===== src/rtl/count_seq_pkg.sv =====
// Shared definitions for the count sequencer: state encodings and default counter width.
package count_seq_pkg;

  localparam int WIDTH_DEF = 8;

  typedef logic [1:0] state_t;

  localparam state_t ST_IDLE  = 2'd0;
  localparam state_t ST_RUN   = 2'd1;
  localparam state_t ST_PAUSE = 2'd2;
  localparam state_t ST_DONE  = 2'd3;

endpackage


===== src/rtl/count_seq_rate_divider.sv =====
// Rate divider for the count sequencer: counts 0..DIV-1 while advancing, holds otherwise,
// and flags the last count so the sequencer can issue its tick.
module rate_divider #(
  parameter int DIV = 4
) (
  input  logic Clock,
  input  logic Reset,
  input  logic clr,
  input  logic adv,
  output logic at_last
);

  localparam int W = (DIV > 2) ? $clog2(DIV) : 1;
  localparam logic [W-1:0] LAST = W'(DIV - 1);

  logic [W-1:0] count;

  always_ff @(posedge Clock) begin
    if (Reset || clr) begin
      count <= '0;
    end else if (adv) begin
      count <= (count == LAST) ? '0 : count + 1'b1;
    end
  end

  assign at_last = (count == LAST);

endmodule


===== src/rtl/count_sequencer.sv =====
// Run/pause/clear sequencer driving the display up-counter's Enable/Clear inputs.
// Optional build macro LAP_HOLD_EN adds a lap-hold snapshot on the display output.
module count_sequencer
  import count_seq_pkg::*;
#(
  parameter int CLK_HZ  = 50_000_000,
  parameter int TICK_HZ = 1,
  parameter int WIDTH   = WIDTH_DEF
) (
  input  logic             Clock,
  input  logic             Reset,
  input  logic             Go,
  input  logic             ClrReq,
  input  logic             Wrap,
  input  logic [WIDTH-1:0] Limit,
  input  logic [WIDTH-1:0] CntQ,
  input  logic             Lap,
  output logic             CntEn,
  output logic             CntClr,
  output logic [WIDTH-1:0] DispQ,
  output logic             Running,
  output logic             Done,
  output logic [1:0]       State
);

  localparam int DIV = CLK_HZ / TICK_HZ;

  state_t state;
  state_t next_state;
  logic   en_d;
  logic   clr_d;
  logic   div_clr;
  logic   div_adv;
  logic   div_last;
  logic   tick;
  logic   at_limit;

  rate_divider #(.DIV(DIV)) u_div (
    .Clock   (Clock),
    .Reset   (Reset),
    .clr     (div_clr),
    .adv     (div_adv),
    .at_last (div_last)
  );

  assign tick     = (state == ST_RUN) && div_last;
  assign at_limit = (CntQ >= Limit);

  // ClrReq outranks Go, and Go outranks the tick; a Go on a tick edge leaves the
  // divider parked at its last count so the tick fires on the first resumed cycle.
  always_comb begin
    next_state = state;
    en_d       = 1'b0;
    clr_d      = 1'b0;
    div_clr    = 1'b0;
    div_adv    = 1'b0;
    if (ClrReq) begin
      next_state = ST_IDLE;
    end else begin
      case (state)
        ST_IDLE: begin
          if (Go) begin
            next_state = ST_RUN;
            div_clr    = 1'b1;
          end
        end
        ST_RUN: begin
          if (Go) begin
            next_state = ST_PAUSE;
          end else begin
            div_adv = 1'b1;
            if (tick) begin
              if (!at_limit) en_d = 1'b1;
              else if (Wrap) clr_d = 1'b1;
              else next_state = ST_DONE;
            end
          end
        end
        ST_PAUSE: begin
          if (Go) next_state = ST_RUN;
        end
        default: begin
          if (Go) begin
            next_state = ST_RUN;
            div_clr    = 1'b1;
            clr_d      = 1'b1;
          end
        end
      endcase
    end
    if (next_state == ST_IDLE) begin
      clr_d   = 1'b1;
      div_clr = 1'b1;
    end
  end

  always_ff @(posedge Clock) begin
    if (Reset) begin
      state   <= ST_IDLE;
      CntEn   <= 1'b0;
      CntClr  <= 1'b1;
      Running <= 1'b0;
      Done    <= 1'b0;
    end else begin
      state   <= next_state;
      CntEn   <= en_d;
      CntClr  <= clr_d;
      Running <= (next_state == ST_RUN);
      Done    <= (next_state == ST_DONE);
    end
  end

  assign State = state;

`ifdef LAP_HOLD_EN
  logic             hold;
  logic [WIDTH-1:0] snap;

  always_ff @(posedge Clock) begin
    if (Reset) begin
      hold <= 1'b0;
      snap <= '0;
    end else if (next_state == ST_IDLE || next_state == ST_DONE) begin
      hold <= 1'b0;
    end else if (Lap && (state == ST_RUN || state == ST_PAUSE)) begin
      hold <= !hold;
      if (!hold) snap <= CntQ;
    end
  end

  assign DispQ = hold ? snap : CntQ;
`else
  logic unused_lap;
  assign unused_lap = Lap;
  assign DispQ      = CntQ;
`endif

endmodule


===== config.mk =====
export PLATFORM = sky130hd
export DESIGN_NAME = count_sequencer
export DESIGN_NICKNAME = d
export VERILOG_FILES = /design/src/rtl/count_seq_pkg.sv /design/src/rtl/count_seq_rate_divider.sv /design/src/rtl/count_sequencer.sv
export SDC_FILE = /design/constraint.sdc
export NUM_CORES = 1
export LEC_CHECK = 0
export ABC_CLOCK_PERIOD_IN_PS = 2200
export CORE_ASPECT_RATIO = 1.2
export CORE_MARGIN = 3
export CORE_UTILIZATION = 47
export DETAILED_ROUTE_END_ITERATION = 8
export MAX_ROUTING_LAYER = met4
export PLACE_DENSITY = 0.77
export SLEW_MARGIN = 0
export SYNTH_ARGS = -nofsm -noshare
export SYNTH_HDL_FRONTEND = slang
export SYNTH_SLANG_ARGS = --single-unit

===== constraint.sdc =====
create_clock -name Clock -period 2.2 [get_ports Clock]
set_input_delay 0.66 -clock Clock [delete_from_list [all_inputs] [get_ports Clock]]
set_output_delay 0.66 -clock Clock [all_outputs]
set_load 0.1 [all_outputs]

Word level (Yosys, flattened, before mapping)
Index checks and enable logic that the tools add are counted.

Register bits after elaboration: 32. Bits of input ports: 22. Output and inout port bits: 14.

$add $sub $neg: 1. Order comparisons: 1. Equal/unequal tests: 5. Muxes and demuxes: 22. Bitwise operators: 2. Reduce and logical (&&, ||, !) cells: 8.

Operators by type and width (count): $add A26 B1 Y26 const B (1); $eq A26 B26 Y1 const B (1); $mux W26 (1); $mux W2 (7); $mux W1 (13); $ge A8 B8 Y1 (1); $reduce_or A2 Y1 (3); $reduce_or A5 Y1 (1); $eq A2 B1 Y1 const B (2); $eq A2 B2 Y1 const B (2); $logic_not A2 Y1 (2); $not A1 Y1 (2); $pmux W1 S2 (1); $logic_and A1 B1 Y1 (1); $logic_or A1 B1 Y1 (1).

Longest topological paths before layout
Gate-level depths: netlist of run 1.

Word-level depth: 9. Depth in mapped cells: 8. Mapped depth without buffers: 7.

By module
From an unflattened synthesis of run 1, not the netlist that was laid out.

Cell total of the unflattened synthesis: 235. Area, all modules: 1975.6 um2.

By module, submodules not included: rate_divider (instances 1, cells an instance 167, area an instance 1396.3 um2); count_sequencer (instances 1, cells an instance 68, area an instance 579.3 um2).

Worst setup path before layout of run 1
Ideal clock, no wire load.

Path type: register -> register. From: reg state[0], in the netlist State[0]. To: reg u_div.count[22]. Setup time: 115 ps. Arrival: 2457 ps. Required time: 2085 ps. Slack: -372 ps. Cell stages (with the launch flop): 8. Period minus slack after synthesis: 2572 ps. Cells stage by stage: dfxtp_1 ha_1 nor3b_4 nand4_4 buf_6 nor4_1 xnor2_1 nor2_1.

Cells in the longest elaborated chain, start to end: 9.

Ends and longest elaborated chain: from (decl) (line count_sequencer.sv:28) `state_t state;`; from (signal assigned) (line count_sequencer.sv:105) `state <= next_state;`; $mux W2 or $eq A2 B1 Y1 (tied branches) (line count_sequencer.sv:74, count_sequencer.sv:46, count_sequencer.sv:60); $mux W2 or $logic_and A1 B1 Y1 (tied branches) (line count_sequencer.sv:73, count_sequencer.sv:46); $mux W2 (line count_sequencer.sv:72) `if (tick) begin`; $mux W2 (line count_sequencer.sv:68) `if (Go) begin`; $mux W2; $mux W2 (line count_sequencer.sv:57) `if (ClrReq) begin`; $logic_not A2 Y1 (line count_sequencer.sv:91) `if (next_state == ST_IDLE) begin`; $mux W1 (line count_sequencer.sv:91); $logic_or A1 B1 Y1 (line count_seq_rate_divider.sv:19) `if (Reset || clr) begin`; to (signal assigned) (line count_seq_rate_divider.sv:22) `count <= (count == LAST) ? '0 : count + 1'b1;`; to (decl) (line count_seq_rate_divider.sv:16) `logic [W-1:0] count;`.

Several ways; a longest one is shown, not always the timed one. A chain may end at the register's enable or synchronous reset.

Final worst setup path of run 1
From: in CntQ[0]. To: reg u_div.count[2].

Cells in the longest elaborated chain, start to end: 9.

Ends and longest elaborated chain: from (decl) (line count_sequencer.sv:16) `input logic [WIDTH-1:0] CntQ,`; $ge A8 B8 Y1 (line count_sequencer.sv:47) `assign at_limit = (CntQ >= Limit);`; $mux W2 (line count_sequencer.sv:73) `if (!at_limit) en_d = 1'b1;`; $mux W2 (line count_sequencer.sv:72); $mux W2 (line count_sequencer.sv:68); $mux W2; $mux W2 (line count_sequencer.sv:57); $logic_not A2 Y1 (line count_sequencer.sv:91); $mux W1 (line count_sequencer.sv:91); $logic_or A1 B1 Y1 (line count_seq_rate_divider.sv:19).

No other way between the ends.

==> flow_metrics.tcl, run 1 <==
set metrics [dict create \
    status "finished clean" \
    ys_seq_elements 32 \
    finalClockSkew_ps 11.45 \
    critPathMaxStageDelay_ps 430 \
    drc 0 \
    crit_type "in2reg" \
    synthesis.nets 254 \
    final_util_pct 71.03 \
    antenna_cells 0 \
    clock_path_buffers 2 \
    die-area_mm2 0.004907 \
    portBuffers 34 \
    synth_top_area_share_pct 33.25 \
    multi_input_area_mm2 0.001245 \
    r2r-start "u_div.count[0]" \
    synth_top_area_cell "dfxtp_1" \
    cts_tree "done" \
    dp_hpwl_um 3191 \
    first_pass_iters 4 \
    worstSetupStartpointType "primary input" \
    grt_max_degree 14 \
    pwr-share-seq_pct 45.0 \
    clkTransAtPathRegs_ps 70 \
    fin_cells 324 \
    crit_fanout 6 \
    tightest_slew_ps 397.1 \
    hp-class "reg2reg" \
    core_area_mm2 0.003784 \
    drt_wl_total_um 4640 \
    final_common_cell "dfxtp_1" \
    cp.arrival_ps 2320 \
    final-setup-viol-count 0 \
    slew_violations 0 \
    cts_sinks 32 \
    vias_per_cell 5.358 \
    antenna_found_initial 0 \
    grt_pass1_wl_um 7907 \
    synth_enable_flop_cells 0 \
    area_growth_syn_to_layout_pct 39.48 \
    cts_max_level 2 \
    ys_types 44 \
    io_pins 36 \
    ctsHoldBuffers 0 \
    wl_per_cell_um 14.32 \
    max_slew_margin_pct 73.45 \
    ys_async_sr_fraction_pct 0 \
    crit_path_cell_trace "buf_4 -> inv_4 -> ha_4 -> nand2b_1 -> a2111o_1 -> and3_4 -> o2111ai_4 -> buf_6 -> a21oi_2" \
    synthTopCellsByArea "dfxtp_1 33%, xnor2_1 8.2%, ha_1 7.1%" \
    grt_pass1_vias 1775 \
    start_util_pct 50.93 \
    grtUsageTotal_pct 21.07 \
    place.gp.congestion 0.8189 \
    p_leak_uw 0.0009852 \
    syn_area_mm2 0.001927 \
    cts-root-buf "clkbuf_8" \
    dp_cells 314 \
    period_minus_slack_ps 2149 \
    critPathSlowestCell "a2111o_1" \
    crit_start "CntQ[0]" \
    chipHeight_um 76.14 \
    yosysWarningCount 0 \
    synth_seq_area_share_pct 33.25 \
    drive_above_1_share_pct 33.09 \
    swShare_pct 28.96 \
    mostFrequentLayoutCells "30 x dfxtp_1, 28 x buf_4, 22 x nor2_1, 18 x xnor2_1, 15 x nand2_1" \
    finalSetupTns_ps 0 \
    die_width_um 64.45 \
    intPower_uw 921.2 \
    seq_area_um2 645.6 \
    gr-total-overflow 0 \
    cts_buffers 5 \
    p_sw_uw 375.6 \
    synth_ff_type "dfxtp_1" \
    worstHoldStart "State[1]" \
    netlist_instances 221 \
    p_per_area_mw_per_mm2 482.5 \
    max_freq_mhz 465.4 \
    critPathRequiredTime_ps 2370 \
    clkPwrFrac_pct 33.7 \
    drt_iter0_drc 99 \
    ir_worst_vdd_mv 0.5307 \
    fin_nets 304 \
    maxCapViolations 0 \
    hold_viol_final 0 \
    fill_cells 279 \
    end_kind "flip-flop" \
    insertion_delay_ps 290 \
    route.vias.total 1736 \
    r2r_slack_ps 350 \
    fin_crit_sh_pct 97.67 \
    comb_power_share_pct 21.3 \
    placementRows 24 \
    syn_avg_cell_area_um2 8.719 \
    drtAntennaViolNets 0 \
]
## power by group through the flow
stage	Clock [µW]	Combinational (µW)	Sequential, µW
2_1_floorplan	0	126	618
3_3_place_gp	0	249	597
3_5_place_dp	0	254	597
4_1_cts	441	267	584
5_1_grt	473	292	584
6_report	436	276	584
## cell families after synthesis
| family | count (synthesis) | synth area share [%] |
|---|---|---|
| AND/OR/NAND/NOR | 93 | 27.40 |
| AO/OA/AOI/OAI | 32 | 12.99 |
| flip-flops | 32 | 33.25 |
| buffers and inverters | 29 | 8.246 |
| XOR/XNOR | 23 | 10.45 |
| adder cells (fa/ha/maj) | 11 | 7.143 |
| multiplexers | 1 | 0.5195 |
## cells in the mapped netlist, types with 2 or more instances
cell      instances
o21ai_0           2
a21oi_1           9
nand2_1          15
a22oi_1           2
and3_1            3
buf_6             2
xor2_1            5
dfxtp_1          32
nand3_1          10
nor3_1            9
a21oi_2          10
nand4_1           8
nor4_1            7
and4_1            3
nor2_1           22
and2_1            3
xnor2_1          18
a211oi_1          2
clkbuf_1          3
buf_4             9
inv_1            14
ha_1             11
## worst max-delay path: cells and delay by family
| family | cells | cell delay (ps) |
|---|---|---|
| AND/OR/NAND/NOR | 2 | 350 |
| AO/OA/AOI/OAI | 3 | 770 |
| adder cells (fa/ha/maj) | 1 | 190 |
| buffers and inverters | 3 | 360 |
## path summary, 6_finish.rpt
path,endpoint,depth (start not counted)
worst max-delay path,u_div.count[2],9
worst min-delay path,Done,2
worst max register to register,u_div.count[8],6
worst min register to register,Done,2
## flip-flops by register name, indices dropped and copies added (netlist names)
name         flops
u_div.count     26
State            2
CntClr           1
CntEn            1
Done             1
Running          1
## repair_timing
| action | 4_1_cts | 5_1_grt |
|---|---|---|
| buffers inserted | 2 | 0 |
| resized for setup | 32 | 14 |
| setup endpoints to repair | 19 | 16 |
| pin swaps | 10 | 8 |
## routing by layer
metal  GRT usage [%]  wire length, µm  vias to the layer above
li1                -                -                      863
met1           23.31             1993                      813
met2           34.71             2262                       49
met3           6.195              259                       11
met4           9.302              125                        0
met5               -                0                        -
## per-stage QoR
stage	hold WS (ps)	instance area [µm²]	setup slack, ps	total power, µW
3_3_place_gp	496.1	2489	-681.6	846.3
4_1_cts	504.1	2654	8.540	1293
2_1_floorplan	477.0	1947	1.630	744.1
3_5_place_dp	494.2	2489	-704.1	850.6
6_report	503.5	2688	51.21	1297
5_1_grt	528.9	2688	-10.91	1348
## cell type report
| cell class | instances | area share (%) |
|---|---|---|
| Inverter | 14 | 2.048 |
| Sequential cell | 32 | 24.02 |
| Tap cell | 52 | 2.421 |
| Timing Repair Buffer | 58 | 22.16 |
| Clock buffer | 7 | 2.840 |
| Multi-Input combinational cell | 160 | 46.32 |
| Clock inverter | 1 | 0.1862 |
No activity file was read; power rests on OpenSTA's default activity.
==> run 2: changes to the inputs <==
--- a/config.mk
+++ b/config.mk
@@ -5,7 +5,6 @@
 export SDC_FILE = /design/constraint.sdc
 export NUM_CORES = 1
 export LEC_CHECK = 0
-export ABC_CLOCK_PERIOD_IN_PS = 2200
 export CORE_ASPECT_RATIO = 1.2
 export CORE_MARGIN = 3
 export CORE_UTILIZATION = 47
==> results of run 2 <==
The final DEF is identical to that of run 1; final timing and power are the same.
